File: src/rtl/sequencer_hs.sv
// -----------------------------------------------------------------------------
// sequencer_hs
// Multicycle control FSM for the accumulator CPU. It decodes the IR opcode and
// drives the datapath/memory strobes. Every memory access (instruction fetch
// read, operand read, store write) waits on a mem_ready handshake. The wait has
// a bounded timeout that traps into an error state.
//
// Parameters
//   OP_W      opcode width (>= 4). Defined codes have their upper bits zero.
//   WAIT_MAX  wait cycles allowed per access before the ERR trap. With 0, ready
//             is required in the first access cycle.
//
// Ports
//   clock       in   rising-edge clock
//   n_reset     in   synchronous active-low reset; forces all outputs to 0
//   op          in   IR opcode field (stable from FLD onward)
//   z_flag      in   accumulator zero flag, consulted in DEC only
//   mem_ready   in   memory completes the current CS access this cycle
//   ACC_bus, PC_bus, MDR_bus, Addr_bus            out  bus drive enables
//   load_ACC, load_PC, load_IR, load_MAR, load_MDR  out  register loads
//   ALU_ACC, ALU_add, ALU_sub, ALU_xor, ALU_and, ALU_or  out  ALU select/op
//   INC_PC      out  PC increment select
//   CS, R_NW    out  memory chip select; R_NW 1 = read, 0 = write
//   instr_done  out  one-cycle pulse in the cycle before returning to FETCH
//   halted      out  high in HLT
//   mem_err     out  high in ERR
//
// All strobes are combinational decodes of state, op and z_flag.
// -----------------------------------------------------------------------------
module sequencer_hs #(
  parameter int OP_W     = 4,
  parameter int WAIT_MAX = 15
) (
  input  logic            clock,
  input  logic            n_reset,
  input  logic [OP_W-1:0] op,
  input  logic            z_flag,
  input  logic            mem_ready,
  output logic            ACC_bus,
  output logic            PC_bus,
  output logic            MDR_bus,
  output logic            Addr_bus,
  output logic            load_ACC,
  output logic            load_PC,
  output logic            load_IR,
  output logic            load_MAR,
  output logic            load_MDR,
  output logic            ALU_ACC,
  output logic            ALU_add,
  output logic            ALU_sub,
  output logic            ALU_xor,
  output logic            ALU_and,
  output logic            ALU_or,
  output logic            INC_PC,
  output logic            CS,
  output logic            R_NW,
  output logic            instr_done,
  output logic            halted,
  output logic            mem_err
);

  // The wait counter must be able to hold WAIT_MAX. It is at least one bit wide.
  localparam int CNT_W = (WAIT_MAX > 0) ? $clog2(WAIT_MAX + 1) : 1;
  localparam logic [CNT_W-1:0] WAIT_LIMIT = CNT_W'(WAIT_MAX);
  localparam logic [CNT_W-1:0] CNT_ZERO   = {CNT_W{1'b0}};
  localparam logic [CNT_W-1:0] CNT_ONE    = CNT_W'(1);

  // Opcodes are compared at full width, so junk in the upper bits is undefined.
  localparam logic [OP_W-1:0] OP_LOAD  = OP_W'(0);
  localparam logic [OP_W-1:0] OP_STORE = OP_W'(1);
  localparam logic [OP_W-1:0] OP_ADD   = OP_W'(2);
  localparam logic [OP_W-1:0] OP_SUB   = OP_W'(3);
  localparam logic [OP_W-1:0] OP_XOR   = OP_W'(4);
  localparam logic [OP_W-1:0] OP_BNE   = OP_W'(5);
  localparam logic [OP_W-1:0] OP_BEQ   = OP_W'(6);
  localparam logic [OP_W-1:0] OP_JMP   = OP_W'(7);
  localparam logic [OP_W-1:0] OP_AND   = OP_W'(8);
  localparam logic [OP_W-1:0] OP_OR    = OP_W'(9);
  localparam logic [OP_W-1:0] OP_HALT  = OP_W'(15);

  typedef enum logic [3:0] {
    S_FETCH = 4'd0,
    S_FRD   = 4'd1,
    S_FLD   = 4'd2,
    S_DEC   = 4'd3,
    S_STM   = 4'd4,
    S_SWR   = 4'd5,
    S_ROP   = 4'd6,
    S_EXL   = 4'd7,
    S_EXA   = 4'd8,
    S_EXB   = 4'd9,
    S_HLT   = 4'd10,
    S_ERR   = 4'd11
  } state_t;

  state_t           state_q, state_d;
  logic [CNT_W-1:0] wait_cnt_q, wait_cnt_d;

  logic is_alu_s;
  logic is_branch_s;
  logic branch_taken_s;
  logic wait_timeout_s;

  // Opcode class decode shared by DEC and ROP.
  always_comb begin
    is_alu_s    = 1'b0;
    is_branch_s = 1'b0;
    case (op)
      OP_ADD, OP_SUB, OP_XOR, OP_AND, OP_OR: is_alu_s    = 1'b1;
      OP_BNE, OP_BEQ:                        is_branch_s = 1'b1;
      default:                               is_alu_s    = 1'b0;
    endcase
    branch_taken_s = ((op == OP_BNE) && !z_flag) || ((op == OP_BEQ) && z_flag);
    // The counter never exceeds the limit, so equality is the timeout point.
    wait_timeout_s = (wait_cnt_q == WAIT_LIMIT);
  end

  // Next-state, wait counter and strobe decode. While reset is asserted, all
  // strobes keep their zero defaults.
  always_comb begin
    state_d    = state_q;
    wait_cnt_d = CNT_ZERO;   // cleared on every exit from a memory state
    ACC_bus    = 1'b0;
    PC_bus     = 1'b0;
    MDR_bus    = 1'b0;
    Addr_bus   = 1'b0;
    load_ACC   = 1'b0;
    load_PC    = 1'b0;
    load_IR    = 1'b0;
    load_MAR   = 1'b0;
    load_MDR   = 1'b0;
    ALU_ACC    = 1'b0;
    ALU_add    = 1'b0;
    ALU_sub    = 1'b0;
    ALU_xor    = 1'b0;
    ALU_and    = 1'b0;
    ALU_or     = 1'b0;
    INC_PC     = 1'b0;
    CS         = 1'b0;
    R_NW       = 1'b0;
    instr_done = 1'b0;
    halted     = 1'b0;
    mem_err    = 1'b0;

    if (n_reset) begin
      case (state_q)
        S_FETCH: begin
          PC_bus   = 1'b1;
          load_MAR = 1'b1;
          INC_PC   = 1'b1;
          load_PC  = 1'b1;
          state_d  = S_FRD;
        end

        S_FRD: begin
          CS   = 1'b1;
          R_NW = 1'b1;
          if (mem_ready) begin
            state_d = S_FLD;
          end else if (wait_timeout_s) begin
            state_d = S_ERR;
          end else begin
            wait_cnt_d = wait_cnt_q + CNT_ONE;
          end
        end

        S_FLD: begin
          MDR_bus = 1'b1;
          load_IR = 1'b1;
          state_d = S_DEC;
        end

        S_DEC: begin
          case (op)
            OP_HALT: begin
              state_d = S_HLT;
            end
            OP_JMP: begin
              // Direct jump: the address field goes straight into the PC.
              Addr_bus   = 1'b1;
              load_PC    = 1'b1;
              instr_done = 1'b1;
              state_d    = S_FETCH;
            end
            default: begin
              Addr_bus = 1'b1;
              load_MAR = 1'b1;
              if (op == OP_STORE) begin
                state_d = S_STM;
              end else if ((op == OP_LOAD) || is_alu_s || branch_taken_s) begin
                state_d = S_ROP;
              end else begin
                // Branch not taken or undefined opcode: retire as a NOP.
                instr_done = 1'b1;
                state_d    = S_FETCH;
              end
            end
          endcase
        end

        S_STM: begin
          ACC_bus  = 1'b1;
          load_MDR = 1'b1;
          state_d  = S_SWR;
        end

        S_SWR: begin
          CS = 1'b1;
          if (mem_ready) begin
            instr_done = 1'b1;
            state_d    = S_FETCH;
          end else if (wait_timeout_s) begin
            state_d = S_ERR;
          end else begin
            wait_cnt_d = wait_cnt_q + CNT_ONE;
          end
        end

        S_ROP: begin
          CS   = 1'b1;
          R_NW = 1'b1;
          if (mem_ready) begin
            if (op == OP_LOAD) begin
              state_d = S_EXL;
            end else if (is_branch_s) begin
              state_d = S_EXB;
            end else if (is_alu_s) begin
              state_d = S_EXA;
            end else begin
              // The IR changed under an operand read; trap instead of guessing.
              state_d = S_ERR;
            end
          end else if (wait_timeout_s) begin
            state_d = S_ERR;
          end else begin
            wait_cnt_d = wait_cnt_q + CNT_ONE;
          end
        end

        S_EXL: begin
          MDR_bus    = 1'b1;
          load_ACC   = 1'b1;
          instr_done = 1'b1;
          state_d    = S_FETCH;
        end

        S_EXA: begin
          MDR_bus    = 1'b1;
          ALU_ACC    = 1'b1;
          load_ACC   = 1'b1;
          instr_done = 1'b1;
          state_d    = S_FETCH;
          case (op)
            OP_ADD:  ALU_add = 1'b1;
            OP_SUB:  ALU_sub = 1'b1;
            OP_XOR:  ALU_xor = 1'b1;
            OP_AND:  ALU_and = 1'b1;
            OP_OR:   ALU_or  = 1'b1;
            default: ALU_add = 1'b0;
          endcase
        end

        S_EXB: begin
          // Indirect branch: the operand read from memory is the new PC.
          MDR_bus    = 1'b1;
          load_PC    = 1'b1;
          instr_done = 1'b1;
          state_d    = S_FETCH;
        end

        S_HLT: begin
          halted  = 1'b1;
          state_d = S_HLT;
        end

        S_ERR: begin
          mem_err = 1'b1;
          state_d = S_ERR;
        end

        default: begin
          // Unused encodings fall into the error trap.
          state_d = S_ERR;
        end
      endcase
    end else begin
      state_d = S_FETCH;
    end
  end

  // State and wait-counter registers with synchronous active-low reset.
  always_ff @(posedge clock) begin
    if (!n_reset) begin
      state_q    <= S_FETCH;
      wait_cnt_q <= CNT_ZERO;
    end else begin
      state_q    <= state_d;
      wait_cnt_q <= wait_cnt_d;
    end
  end

endmodule
File: config.mk
export PLATFORM = sky130hd
export DESIGN_NAME = sequencer_hs
export DESIGN_NICKNAME = d
export VERILOG_FILES = /design/src/rtl/sequencer_hs.sv
export SDC_FILE = /design/constraint.sdc
export NUM_CORES = 1
export LEC_CHECK = 0
export BUFFER_PORTS_ARGS = -buffer_cell sky130_fd_sc_hd__clkbuf_2
export CAP_MARGIN = 10
export CELL_PAD_IN_SITES_DETAIL_PLACEMENT = 1
export CELL_PAD_IN_SITES_GLOBAL_PLACEMENT = 1
export CORE_MARGIN = 10
export CORE_UTILIZATION = 38
export CTS_BUF_LIST = sky130_fd_sc_hd__clkbuf_16
export DETAILED_ROUTE_END_ITERATION = 6
export PLACE_DENSITY_LB_ADDON = 0.1
export SLEW_MARGIN = 20
export SYNTH_ARGS = -nofsm -noshare
export SYNTH_HDL_FRONTEND = slang
export SYNTH_SLANG_ARGS = --single-unit
File: constraint.sdc
create_clock -name clock -period 2.2 [get_ports clock]
set_input_delay 0.44 -clock clock [delete_from_list [all_inputs] [get_ports clock]]
set_output_delay 0.44 -clock clock [all_outputs]
set_load 0.02 [all_outputs]
[After elaboration in Yosys (flattened, before gate mapping)]
Cells that the tools add are included.
Operators by class
  add/subtract/negate cells: 1
  equality and inequality tests: 22
  mux-type cells: 63
  bitwise gates (word level): 2
  reductions and logical operators: 18
Operator list (number)
  1-bit two-way mux: 48
  4-bit one-hot mux with 9 select lines: 1
  4-bit by 3-bit equality test with 1-bit output, second input constant: 8
  4-bit equality test, second input constant: 8
  4-bit two-way mux: 5
  4-bit by 2-bit equality test with 1-bit output, second input constant: 4
  2-bit OR reduction: 5
  4-bit by 1-bit equality test with 1-bit output, second input constant: 2
  4-bit logical NOT: 2
  4-bit one-hot mux with 2 select lines: 1
  4-bit OR reduction: 2
  3-bit two-way mux: 2
  1-bit one-hot mux with 2 select lines: 3
  3-bit OR reduction: 2
  5-bit OR reduction: 1
  4-bit by 1-bit adder with 4-bit output, second input constant: 1
  2-bit two-way mux: 2
  1-bit logical OR: 3
  1-bit one-hot mux with 3 select lines: 1
  1-bit logical AND: 2
  1-bit inverter: 2
  1-bit logical NOT: 1
Storage, ports and cells
  register bits after elaboration: 8
  bits of input ports: 8
  output and inout port bits: 21
  word-level logic and storage cells: 108

[Longest topological paths before layout]
Gate-level depths: netlist (run 1).
  depth after elaboration: 10
  mapped depth: 5
  gate-level depth less buffers: 5

[Worst setup path before layout (run 1)]
Ideal clock, no wire load.
  path kind: input -> output
  start: in n_reset
  end: out load_MDR
  arrival time: 1.716 ns
  data required time: 1.760 ns
  setup slack: 0.044 ns
  cell stages on the path: 4
  buffers on the path: 2
  cell sequence: buf_2 -> nand2b_1 -> nor4_1 -> buf_4
Between the ends
  cells in the longest elaborated chain, start to end: 1
Ends and longest elaborated chain
  start, declared: RTL line 35  | input logic n_reset,
  1-bit two-way mux
  end, declared: RTL line 47  | output logic load_MDR,
Every way passes these cells.

[Final worst setup path (run 1)]
  start: reg state_q[1]
  end: out instr_done
Between the ends
  cells in the longest elaborated chain, start to end: 4
  elaborated cells on any way between the ends: 8
  classes of those cells: eq/ne (5); mux (2); reduce/logical (1)
Ends and longest elaborated chain
  start, declared: RTL line 96  | state_t state_q, state_d;
  start signal, assigned: RTL line 297  | state_q <= state_d;
  4-bit equality test or 4-bit by 3-bit equality test with 1-bit output (tied branches): RTL line 146  | case (state_q)
  3-bit OR reduction (no source line)
  1-bit one-hot mux with 3 select lines *: RTL line 146
  1-bit two-way mux *: RTL line 145  | if (n_reset) begin
  end, declared: RTL line 57  | output logic instr_done,
Every way passes the cells marked *; elsewhere a longest branch is shown, timed or not.

==> results.json, run 1 <==
{
  "ctsLongestPathBuffers": 2,
  "io_buffers": 28,
  "worst_slew_pin_slew_ns": 0.477,
  "hold_depth": 1,
  "status": "finished, final reports clean",
  "final_nets": 167,
  "die_w_um": 69.6,
  "n_antenna_cell": 0,
  "remaining_drc_errors": 0,
  "setup_viol": 0,
  "synth-edff-count": 0,
  "area_growth_pct": 24.0,
  "syn_avg_cell_area_um2": 7.13,
  "drt_iter0_drc": 62,
  "cts-root-buf": "clkbuf_16",
  "grt_setup_unrepaired": "false",
  "power.leakage_nw": 0.502,
  "yosysUniqueCellTypes": 47,
  "num_vias": 1055,
  "peakVddDrop_v": 0.000549,
  "yosysSeqAreaShare_pct": 17.1,
  "skew_ns": 0.00150,
  "power.total_w": 0.000707,
  "antenna_found_initial": 0,
  "cts_made_buffers": 3,
  "rr_startpoint": "state_q[2]",
  "viasPerCell": 5.73,
  "critPathKind": "flop to primary output",
  "postCtsHoldBufs": 0,
  "r2r_end": "state_q[2]",
  "yosysWarningCount": 0,
  "final_antenna_net_count": 0,
  "ys_seq_elements": 8,
  "routedWlPerCell_um": 17.1,
  "netlist_instances": 131,
  "post_cts_buffers": 0,
  "netlist_area_um2": 935,
  "num_io_pins": 29,
  "critPathLaunchType": "flop",
  "drt-pass1-iter-count": 4,
  "power.density_nw_per_um2": 610,
  "syn_nets": 140,
  "drt_wl_total_um": 3150,
  "hp-start": "wait_cnt_q[0]",
  "hold_class": "flop to flop",
  "hold_viol": 0,
  "place_hpwl_um": 2440,
  "die-area_um2": 4840,
  "grt_max_degree": 15,
  "initial_core_util_pct": 41.1,
  "clock_latency_ns": 0.23,
  "grt_pass1_vias": 1049,
  "timing.setup.tns_ns": 0,
  "final_max_slew_viol_count": 0,
  "worst_slew_margin_rel_pct": 68.1,
  "async_flop_share_pct": 0,
  "gp_congestion": 0.814,
  "die_h_um": 69.6,
  "min_period_ns": 2.09,
  "hold_end": "wait_cnt_q[0]",
  "critPathRequiredTime_ns": 1.76,
  "clk_pin_slew_ns": 0.04,
  "layout-drive-gt1-share_pct": 29.5,
  "htreeDepth": 1,
  "cp_max_fo": 9,
  "timing.fmax_mhz": 478,
  "grt_pass1_wl_um": 5080,
  "rrSetupSlack_ns": 0.74,
  "ys.flop_type": "dfxtp_1",
  "cts.sinks": 8,
  "core_um2": 2280,
  "rows": 17,
  "rr_worst_depth": 5,
  "cap_viol_max_count": 0,
  "cts_resized": 1,
  "fin_crit_sh_pct": 95.1,
  "grt_usage_pct": 12.0,
  "crit_path_end_kind": "primary output",
  "overflow": 0,
  "fillers": 308,
  "cp.arrival_ns": 1.65,
  "cts_tree": "done"
}
-- cell families (layout without fill, tap and decap cells) --
family | Yosys count | after routing | share of synthesized area (%)
buf+inv | 19 | 44 | 11.4
flops | 8 | 8 | 17.1
fa+ha+maj | 1 | 1 | 1.34
simple gates | 65 | 65 | 41.9
compound gates | 36 | 36 | 26.4
xor+xnor | 2 | 2 | 1.87
-- synthesized netlist by cell type (all sizes together), types with 2 or more instances --
master / number / area share (%)
a21oi: 7 / 4.2
a311o: 2 / 2.1
a31oi: 5 / 3.3
and2: 2 / 1.3
and3: 3 / 2.0
buf: 10 / 7.8
clkbuf: 2 / 0.80
dfxtp: 8 / 17
inv: 7 / 2.8
nand2: 7 / 2.8
nand2b: 6 / 4.0
nand3: 5 / 3.2
nand3b: 3 / 2.4
nor2: 14 / 7.5
nor2b: 7 / 4.7
nor3: 2 / 1.1
nor3b: 4 / 3.2
nor4: 3 / 2.0
nor4b: 2 / 1.9
o2111ai: 2 / 1.9
o21ai: 9 / 4.8
or3: 2 / 1.3
-- area by class of cell --
cell class / count / area, µm² / area share (%)
multi-input cells: 104 / 674 / 58.2
repair buffers: 34 / 185 / 16.0
clock buffers: 3 / 75.1 / 6.48
well taps: 28 / 35.0 / 3.02
flip-flops and latches: 8 / 163 / 14.0
inverters: 7 / 26.3 / 2.27
-- where the power goes --
group | switching (W) | internal, W
clock network | 0.0000700 | 0.000234
registers | 0.0000144 | 0.000155
logic | 0.000148 | 0.0000844
total | 0.000233 | 0.000474
-- registers in the layout (all words and copies together), names as in the netlist --
| register | cells |
|---|---|
| wait_cnt_q | 4 |
| state_q | 4 |
-- worst max-delay path by stage --
stage               startpoint  cells after the start         end  slack (ns)
finish              state_q[1]                      5  instr_done        0.11
global route        state_q[2]                      5    load_MAR        0.04
CTS                 state_q[2]                      5    load_MAR        0.05
detailed placement       op[2]                      6  instr_done        0.19
global placement         op[3]                      6     load_PC        0.18
floorplan              n_reset                      4    load_MDR        0.04
-- layout by cell type (no fill, tap or decap), types with 2 or more instances in the layout --
cell / netlist / final
clkbuf_2: 0 / 28
nor2_1: 11 / 11
o21ai_0: 9 / 9
nand2_1: 7 / 7
nor2b_1: 7 / 7
inv_1: 7 / 7
nand2b_1: 6 / 6
a21oi_1: 6 / 6
buf_4: 4 / 6
dfxtp_1: 8 / 6
a31oi_1: 5 / 5
nand3_1: 4 / 4
nor3b_1: 4 / 4
nand3b_1: 3 / 3
and3_1: 3 / 3
nor4_1: 3 / 3
clkbuf_16: 0 / 3
a311o_1: 2 / 2
nor2_4: 2 / 2
and2_1: 2 / 2
nor3_1: 2 / 2
or3_1: 2 / 2
o2111ai_1: 2 / 2
dfxtp_2: 0 / 2
-- stage by stage --
step / cell area (µm²) / std cells / hold slack, ns / util [%] / worst slack (ns)
2_1_floorplan: 935 / 131 / 0.418 / - / 0.0441
3_3_place_gp: 1070 / 181 / 0.432 / 47.2 / 0.185
3_5_place_dp: 1070 / 181 / 0.457 / 47.2 / 0.189
4_1_cts: 1150 / 184 / 0.463 / 50.6 / 0.0507
5_1_grt: 1160 / 184 / 0.486 / 50.9 / 0.0383
6_report: 1160 / 184 / 0.456 / 50.9 / 0.108
-- metal layers --
layer,up-vias,GRT usage [%],part of all wire [%]
li1,532,-,-
met1,493,14.3,43
met2,26,20.7,50
met3,4,4.14,5.9
met4,0,1.33,0.92
met5,-,0,0
-- worst max-delay path, cell delays in order (launching register included) --
cell,delay [ns]
dfxtp_2,0.43
nand2b_1,0.12
a311o_1,0.33
a21oi_1,0.20
o31a_1,0.17
clkbuf_2,0.17
No activity file was read; power rests on OpenSTA's default activity.
==> inputs of run 2 (changes only) <==
--- a/config.mk
+++ b/config.mk
@@ -10,7 +10,7 @@
 export CELL_PAD_IN_SITES_DETAIL_PLACEMENT = 1
 export CELL_PAD_IN_SITES_GLOBAL_PLACEMENT = 1
 export CORE_MARGIN = 10
-export CORE_UTILIZATION = 38
+export CORE_UTILIZATION = 35
 export CTS_BUF_LIST = sky130_fd_sc_hd__clkbuf_16
 export DETAILED_ROUTE_END_ITERATION = 6
 export PLACE_DENSITY_LB_ADDON = 0.1
==> constraint.sdc (replaced) <==
create_clock -name clock -period 2 [get_ports clock]
set_input_delay 0.4 -clock clock [delete_from_list [all_inputs] [get_ports clock]]
set_output_delay 0.4 -clock clock [all_outputs]
set_load 0.02 [all_outputs]
==> run 2 against run 1 <==
Against the previous run: count of clock-buffer cells in the layout unchanged; die area up 6.1%; hold slack improved by 0.0072 ns; sequential power grew 11%; routed wire length increased by 3.4%; non-clock buffer count up 6; power grew 16%; combinational power up 23%; first-iteration DRC count rose by 66%; global-route usage rose by 0.95 points; clock power up 13%.
==> results.json, run 2 (synthesis gave the netlist of run 1 again) <==
{
  "cts_made_buffers": 3,
  "drt_iter0_drc": 103,
  "power.density_nw_per_um2": 651,
  "timing.hold.ws_ns": 0.463,
  "hold_viol": 0,
  "clock_latency_ns": 0.24,
  "hp-start": "wait_cnt_q[0]",
  "antenna_found_initial": 0,
  "io_buffers": 28,
  "num_io_pins": 29,
  "peakVddDrop_v": 0.000452,
  "placed_area_um2": 1140,
  "layout-drive-gt1-share_pct": 36.4,
  "max_stage_delay_ns": 0.36,
  "crit_path_top_delay_cell": "dfxtp_4",
  "critPathLaunchType": "flop",
  "layout_commonest_cell": "clkbuf_2",
  "cts-root-buf": "clkbuf_16",
  "cts_tree": "done",
  "cap_viol_max_count": 0,
  "rrSetupSlack_ns": 0.57,
  "cp.arrival_ns": 1.53,
  "area_growth_pct": 34.7,
  "postCtsHoldBufs": 0,
  "fin_crit_sh_pct": 96.5,
  "use_met3_pct": 3.31,
  "viasPerCell": 5.80,
  "hold_end": "wait_cnt_q[0]",
  "clk_pin_slew_ns": 0.04,
  "cts.sinks": 8,
  "worst_slew_pin_slew_ns": 0.454,
  "hold_class": "flop to flop",
  "rows": 18,
  "worst_slew_margin_rel_pct": 69.6,
  "fin_util_pct": 49.9,
  "grt_use_met1_pct": 15.8,
  "die_h_um": 71.7,
  "core_um2": 2520,
  "hold_depth": 1,
  "remaining_drc_errors": 0,
  "rr_startpoint": "wait_cnt_q[0]",
  "final_nets": 173,
  "skew_ns": 0.00343,
  "htreeDepth": 1,
  "drt_wl_total_um": 3260,
  "grt_max_degree": 15,
  "fin_area_um2": 1260,
  "top_regs": "state_q (4), wait_cnt_q (4)",
  "grtUsageMet2_pct": 21.8,
  "grt_usage_pct": 13.0,
  "timing.setup.tns_ns": 0,
  "rr_worst_depth": 4,
  "setup_viol": 0,
  "r2r_end": "state_q[1]",
  "power.leakage_nw": 0.541,
  "mostFrequentLayoutCells": "clkbuf_2, buf_4, nor2_1",
  "path_cells": "buf_12, nor2_4, nand3_2, nor4b_1, buf_2",
  "busiest_layer": "met2",
  "gp_congestion": 0.807,
  "overflow": 0,
  "final_antenna_net_count": 0,
  "ctsLongestPathBuffers": 2,
  "routedWlPerCell_um": 17.0,
  "critPathRequiredTime_ns": 1.60,
  "grt_pass1_vias": 1121,
  "die_w_um": 71.7,
  "timing.fmax_mhz": 518,
  "initial_core_util_pct": 37.1,
  "min_period_ns": 1.93,
  "n_antenna_cell": 0,
  "critPathKind": "flop to primary output",
  "final_max_slew_viol_count": 0,
  "status": "finished, final reports clean",
  "cp_max_fo": 11,
  "power.total_w": 0.000819,
  "die-area_um2": 5140,
  "grt_pass1_wl_um": 5580,
  "num_vias": 1113,
  "crit_path_end_kind": "primary output",
  "drt-pass1-iter-count": 4,
  "place_hpwl_um": 2560
}
==> run 2: critical path, delay by kind of cell, from the launching register on <==
family,cells,cell delay [ns]
flops,1,0.36
buf+inv,2,0.36
simple gates,3,0.57
==> run 2: through the flow <==
step	worst slack (ns)	cells
after global routing	-0.000910	192
after CTS	0.0146	192
after detailed placement	0.143	189
after global placement	0.160	189
final	0.0696	192
after floorplan	0.0429	131
==> run 2: final cells by class <==
| cell class | count | area, µm² |
|---|---|---|
| Sequential cell | 8 | 165 |
| Clock buffer | 3 | 75.1 |
| Fill cell | 327 | 1260 |
| Timing Repair Buffer | 40 | 245 |
| Tap cell | 30 | 37.5 |
| Multi-Input combinational cell | 104 | 709 |
| Inverter | 7 | 26.3 |
==> run 2: worst max-delay path by stage <==
stage	start	slack, ns	endpoint	depth (start not counted)
after CTS	state_q[2]	0.01	instr_done	5
after global placement	op[2]	0.16	instr_done	6
after global routing	state_q[1]	-0.0009	ALU_or	5
after floorplan	state_q[2]	0.04	ALU_or	4
after detailed placement	op[2]	0.14	instr_done	6
final	state_q[1]	0.07	ALU_or	5
==> run 2: power by group <==
group / switching [W] / total [W] / internal (W)
registers: 0.0000165 / 0.000188 / 0.000171
logic: 0.000171 / 0.000286 / 0.000115
clock network: 0.0000868 / 0.000345 / 0.000259
==> run 2: repair_timing <==
action	4_1_cts	5_1_grt
buffers inserted	0	0
setup endpoints to repair	6	9
hold endpoints to repair	0	0
resized for setup	2	13
==> run 2: metal layers <==
metal  vias up  wire (µm)
li1        543          -
met1       543       1440
met2        23       1660
met3         4        130
met4         0         31
met5         -          0
